`src/rtl/alu_issue_stage.sv`:
```
// rtl/alu_issue_stage.sv - RV32I/M decode and one-entry ID->EX issue register driving the ALU
module alu_issue_stage #(
  parameter int XLEN     = 32,
  parameter bit ENABLE_M = 1'b1
) (
  input  logic            clk_i,
  input  logic            reset_i,
  input  logic            flush_i,
  input  logic            in_valid_i,
  output logic            in_ready_o,
  input  logic [31:0]     instr_i,
  input  logic [XLEN-1:0] pc_i,
  input  logic [XLEN-1:0] rs1_data_i,
  input  logic [XLEN-1:0] rs2_data_i,
  output logic            out_valid_o,
  input  logic            out_ready_i,
  output logic [XLEN-1:0] data1_o,
  output logic [XLEN-1:0] data2_o,
  output logic [3:0]      select_o,
  output logic [4:0]      rd_addr_o,
  output logic            reg_write_o,
  output logic            illegal_o
);

  localparam logic [3:0] SEL_AND  = 4'b0000;
  localparam logic [3:0] SEL_OR   = 4'b0001;
  localparam logic [3:0] SEL_ADD  = 4'b0010;
  localparam logic [3:0] SEL_XOR  = 4'b0011;
  localparam logic [3:0] SEL_SLL  = 4'b0100;
  localparam logic [3:0] SEL_SRL  = 4'b0101;
  localparam logic [3:0] SEL_SUB  = 4'b0110;
  localparam logic [3:0] SEL_SRA  = 4'b0111;
  localparam logic [3:0] SEL_MUL  = 4'b1000;
  localparam logic [3:0] SEL_DIV  = 4'b1001;
  localparam logic [3:0] SEL_SLT  = 4'b1010;
  localparam logic [3:0] SEL_NONE = 4'b1111;

  localparam logic [6:0] OPC_OP    = 7'b0110011;
  localparam logic [6:0] OPC_OPIMM = 7'b0010011;
  localparam logic [6:0] OPC_LUI   = 7'b0110111;
  localparam logic [6:0] OPC_AUIPC = 7'b0010111;

  localparam logic [6:0] F7_BASE = 7'b0000000;
  localparam logic [6:0] F7_ALT  = 7'b0100000;
  localparam logic [6:0] F7_MULD = 7'b0000001;

  logic            out_valid_q, out_valid_d;
  logic [XLEN-1:0] data1_q, data1_d;
  logic [XLEN-1:0] data2_q, data2_d;
  logic [3:0]      select_q, select_d;
  logic [4:0]      rd_addr_q, rd_addr_d;
  logic            reg_write_q, reg_write_d;
  logic            illegal_q, illegal_d;

  logic [6:0]      opcode;
  logic [2:0]      funct3;
  logic [6:0]      funct7;
  logic [XLEN-1:0] imm_i;
  logic [XLEN-1:0] imm_u;
  logic [XLEN-1:0] shamt;
  logic            legal;
  logic            accept;

  assign opcode = instr_i[6:0];
  assign funct3 = instr_i[14:12];
  assign funct7 = instr_i[31:25];
  assign imm_i  = {{(XLEN-12){instr_i[31]}}, instr_i[31:20]};
  assign imm_u  = {instr_i[31:12], 12'b0};
  assign shamt  = {{(XLEN-5){1'b0}}, instr_i[24:20]};

  assign in_ready_o = !out_valid_q || out_ready_i;
  assign accept     = in_valid_i && in_ready_o && !flush_i;

  always_comb begin
    legal     = 1'b0;
    select_d  = SEL_NONE;
    data1_d   = '0;
    data2_d   = '0;
    rd_addr_d = instr_i[11:7];
    case (opcode)
      OPC_OP: begin
        data1_d = rs1_data_i;
        data2_d = rs2_data_i;
        if (funct7 == F7_BASE) begin
          legal = 1'b1;
          case (funct3)
            3'b000:  select_d = SEL_ADD;
            3'b001:  select_d = SEL_SLL;
            3'b010:  select_d = SEL_SLT;
            3'b100:  select_d = SEL_XOR;
            3'b101:  select_d = SEL_SRL;
            3'b110:  select_d = SEL_OR;
            3'b111:  select_d = SEL_AND;
            default: legal    = 1'b0;
          endcase
        end else if (funct7 == F7_ALT) begin
          if (funct3 == 3'b000) begin
            legal    = 1'b1;
            select_d = SEL_SUB;
          end else if (funct3 == 3'b101) begin
            legal    = 1'b1;
            select_d = SEL_SRA;
          end
        end else if (funct7 == F7_MULD && ENABLE_M) begin
          if (funct3 == 3'b000) begin
            legal    = 1'b1;
            select_d = SEL_MUL;
          end else if (funct3 == 3'b100) begin
            legal    = 1'b1;
            select_d = SEL_DIV;
          end
        end
      end
      OPC_OPIMM: begin
        data1_d = rs1_data_i;
        data2_d = imm_i;
        legal   = 1'b1;
        case (funct3)
          3'b000: select_d = SEL_ADD;
          3'b010: select_d = SEL_SLT;
          3'b100: select_d = SEL_XOR;
          3'b110: select_d = SEL_OR;
          3'b111: select_d = SEL_AND;
          3'b001: begin
            data2_d  = shamt;
            select_d = SEL_SLL;
            legal    = (funct7 == F7_BASE);
          end
          3'b101: begin
            data2_d  = shamt;
            select_d = (funct7 == F7_ALT) ? SEL_SRA : SEL_SRL;
            legal    = (funct7 == F7_BASE) || (funct7 == F7_ALT);
          end
          default: legal = 1'b0;
        endcase
      end
      OPC_LUI: begin
        legal    = 1'b1;
        select_d = SEL_ADD;
        data2_d  = imm_u;
      end
      OPC_AUIPC: begin
        legal    = 1'b1;
        select_d = SEL_ADD;
        data1_d  = pc_i;
        data2_d  = imm_u;
      end
      default: legal = 1'b0;
    endcase
    // Unsupported encodings still flow down the pipe, but as an inert bubble-like op.
    if (!legal) begin
      select_d = SEL_NONE;
      data1_d  = '0;
      data2_d  = '0;
    end
    reg_write_d = legal && (rd_addr_d != 5'd0);
    illegal_d   = !legal;
  end

  always_comb begin
    out_valid_d = out_valid_q;
    if (flush_i) begin
      out_valid_d = 1'b0;
    end else if (accept) begin
      out_valid_d = 1'b1;
    end else if (out_ready_i) begin
      out_valid_d = 1'b0;
    end
  end

  always_ff @(posedge clk_i) begin
    if (reset_i) begin
      out_valid_q <= 1'b0;
      data1_q     <= '0;
      data2_q     <= '0;
      select_q    <= SEL_AND;
      rd_addr_q   <= 5'd0;
      reg_write_q <= 1'b0;
      illegal_q   <= 1'b0;
    end else begin
      out_valid_q <= out_valid_d;
      if (accept) begin
        data1_q     <= data1_d;
        data2_q     <= data2_d;
        select_q    <= select_d;
        rd_addr_q   <= rd_addr_d;
        reg_write_q <= reg_write_d;
        illegal_q   <= illegal_d;
      end
    end
  end

  assign out_valid_o = out_valid_q;
  assign data1_o     = data1_q;
  assign data2_o     = data2_q;
  assign select_o    = select_q;
  assign rd_addr_o   = rd_addr_q;
  assign reg_write_o = reg_write_q;
  assign illegal_o   = illegal_q;

endmodule
```
`config.mk`:
```
export PLATFORM = sky130hd
export DESIGN_NAME = alu_issue_stage
export DESIGN_NICKNAME = d
export VERILOG_FILES = /design/src/rtl/alu_issue_stage.sv
export SDC_FILE = /design/constraint.sdc
export NUM_CORES = 1
export LEC_CHECK = 0
export CAP_MARGIN = 20
export CORE_UTILIZATION = 41
export DETAILED_ROUTE_END_ITERATION = 8
export GPL_TIMING_DRIVEN = 0
export PLACE_DENSITY = 0.87
export RECOVER_POWER = 100
export SYNTH_ARGS = -nofsm -noshare
export SYNTH_HDL_FRONTEND = slang
export SYNTH_SLANG_ARGS = --single-unit
```
`constraint.sdc`:
```
create_clock -name clk_i -period 6 [get_ports clk_i]
set_clock_uncertainty 0.1 [all_clocks]
set_input_delay 1.2 -clock clk_i [delete_from_list [all_inputs] [get_ports clk_i]]
set_output_delay 1.2 -clock clk_i [all_outputs]
set_load 0.01 [all_outputs]
```
==> flow_summary.ini <==
[clock_tree]
htreeDepth = 3
cts_buffers = 9
holdBufCountCts = 0
cts.reportedPaths.clkPinSlew_ns = 0.07
cts_root_buffer = clkbuf_8
clk_latency_ns = 0.33
clockBufferDepth = 2
post_cts_buffers = 0
cts_tree = yes
cts_resized = 0
cts_sinks = 76

[logic_synthesis]
yosys.area_share.simple_pct = 14.90
synth_flop_cell = dfxtp_1
synth_top_family_by_area = compound AO/OA/AOI/OAI gates
synth_mux_area_share_pct = 3.008
synthArstFlopShare_pct = 0
synth_area_um2 = 3536
synth.distinct_cells = 45
synth-edff-count = 0
synthesis.nets = 518
synth_compound_area_share_pct = 33.33
avgSynthCellArea_um2 = 9.184
ys_seq_area_share_pct = 43.03
synth_seq_cells = 76
synthAdderAreaFrac_pct = 0
synth_xor_area_share_pct = 0.2477
yosys_warnings = 0
synthCells = 385

[critical_path]
crit_start = out_ready_i
path_class = in -> out
crit_chain = clkdlybuf4s50_1 > and2b_2 > inv_1 > dlygate4sd3_1
start_kind = primary input
worstPathRequired_ns = 4.70
critPathCaptureType = primary output
r2r_start = out_valid_o$_SDFFE_PP0P_
critPathArrivalTime_ns = 2.54
slowest_stage = dlygate4sd3_1
cp_max_fo = 4
slowest_delay_ns = 0.59

[drt]
vias = 3858
ant_nets = 0
drt-initial-drc-count = 115
firstDrtPassIters = 5
drc_errors = 0
wl_um = 11760
wire_per_inst_um = 16.54
via_per_inst = 5.426

[power_and_ir_drop]
pwr-share-comb_pct = 18.2
internal_power_uw = 782.2
clkPwrFrac_pct = 33.5
p_leak_uw = 0.002278
p_sw_share_pct = 26.00
power.density_nw_per_um2 = 183.6
power_switching_uw = 274.8
ir_worst_vdd_v = 0.0001129
seqPwrFrac_pct = 48.3

[flow_run]
maxCapViolCount = 0

[run_status]
outcome = complete, no violations

[timing]
fin_setup_tns_ns = 0
tightestPinTransition_ns = 0.9689
max_freq_mhz = 260.7
setup_viol = 0
slew_headroom_pct = 34.91
fin_crit_sh_pct = 63.92
timing.hold.ws_ns = 0.3495
drv_slew = 0
final-hold-violation-count = 0
period_minus_slack_ns = 3.835
rsz0062_at_grt = false

[floorplan]
die_y_um = 94.87
chipWidth_um = 94.87
core-area_um2 = 8299
die_area_um2 = 8999
start_util_pct = 42.61
rows = 33
io_pins = 210

[hold_path]
hold_class = reg -> reg
hp-start = data2_o[5]$_SDFFE_PP0P_

[finish]
fin_nets = 734
final_cells = 711
antenna_cells = 0
seq_area_um2 = 1521
drive_gt1_share_pct = 10.23
multi_input_area_um2 = 1720
syn_to_final_growth_pct = 62.84
fill_cells = 714

[grt]
grt_first_pass_wirelength_um = 17560
grt_max_degree = 14
grt_overflow = 0
antenna_found_initial = 0
grt_pass1_vias = 3714
grt_use_total_pct = 25.39

[placement]
place.gp.congestion = 0.8659
placed_cells = 695
dp_hpwl_um = 9173
portBuffers = 205
[through the flow]
| step | util, % | area (um^2) | setup slack, ns | power (uW) |
|---|---|---|---|---|
| after CTS | 71.04 | 5896 | 2.227 | 1069 |
| after floorplan | - | 3536 | 3.153 | 599.0 |
| after detailed placement | 68.91 | 5719 | 2.105 | 719.4 |
| final | 69.38 | 5758 | 2.165 | 1057 |
| after global routing | 69.38 | 5758 | 2.060 | 1101 |
| after global placement | 68.91 | 5719 | 2.201 | 715.7 |
[power groups by stage]
stage          clock network (uW)  logic (uW)  registers [uW]
2_1_floorplan                   0        73.7             525
3_3_place_gp                    0         193             523
3_5_place_dp                    0         196             523
4_1_cts                       360         198             511
5_1_grt                       383         206             512
6_report                      354         192             511
[worst paths after layout]
check	end	slack (ns)	cells past startpoint
max	in_ready_o	2.16	4
min	data2_o[5]$_SDFFE_PP0P_	0.35	2
max reg2reg	data2_o[11]$_SDFFE_PP0P_	3.55	6
min reg2reg	data2_o[5]$_SDFFE_PP0P_	0.35	2
[worst max-delay path: cells and delay by family]
family,cells,cell delay (ns)
buffers and inverters,3,1.09
and+or+nand+nor,1,0.24
[area by class of cell]
class | instances | area share [%]
Sequential cell | 76 | 26.42
Buffer | 34 | 2.455
Clock buffer | 11 | 2.455
Multi-Input combinational cell | 271 | 29.88
Tap cell | 105 | 2.282
Clock inverter | 5 | 0.6084
Inverter | 4 | 0.2608
Timing Repair Buffer | 205 | 35.64
[cells in the final DEF (no fill, tap or decap), types with 6 or more instances in the layout]
cell / n
clkbuf_1: 29
o21ai_2: 30
clkdlybuf4s50_1: 124
a32o_1: 6
o21ai_0: 33
nand2_1: 66
a21oi_1: 6
dlygate4sd3_1: 81
a221oi_1: 19
clkbuf_8: 10
nor2_1: 22
dfxtp_1: 76
a22oi_1: 38
[layer usage]
metal  track usage [%]  wire length [um]
met2             43.82              5804
met1             29.38              4665
met4             11.49               304
met5                 0                 0
met3             6.441               985
[registers in the layout, summed over array words and instances (netlist names)]
signal,flops
rd_addr_o,5
data1_o,32
out_valid_o,1
data2_o,32
reg_write_o,1
illegal_o,1
select_o,4
[cell usage after synthesis (all sizes together), types with 2 or more instances]
library cell,instances,share of area [%]
dfxtp,76,43
nand2,66,7.0
o21ai,64,15
a22oi,38,8.1
clkbuf,22,2.3
nor2,22,2.3
a221oi,19,4.7
buf,12,2.7
a21oi,6,0.85
a32o,6,1.7
mux2,5,1.6
mux2i,5,1.4
nor3,4,0.57
and2b,3,0.67
inv,3,0.32
nand2b,3,0.53
nand3,3,0.42
a2111oi,2,0.50
a211oi,2,0.42
a311oi,2,0.50
nor2b,2,0.35
or4,2,0.42
[cells by family after synthesis]
| family | after synthesis |
|---|---|
| and+or+nand+nor | 115 |
| AOI/OAI and AO/OA | 145 |
| DFF | 76 |
| xor gates and xnor gates | 1 |
| muxes | 10 |
| buffers and inverters | 38 |
(Power assumes the default switching activity.)
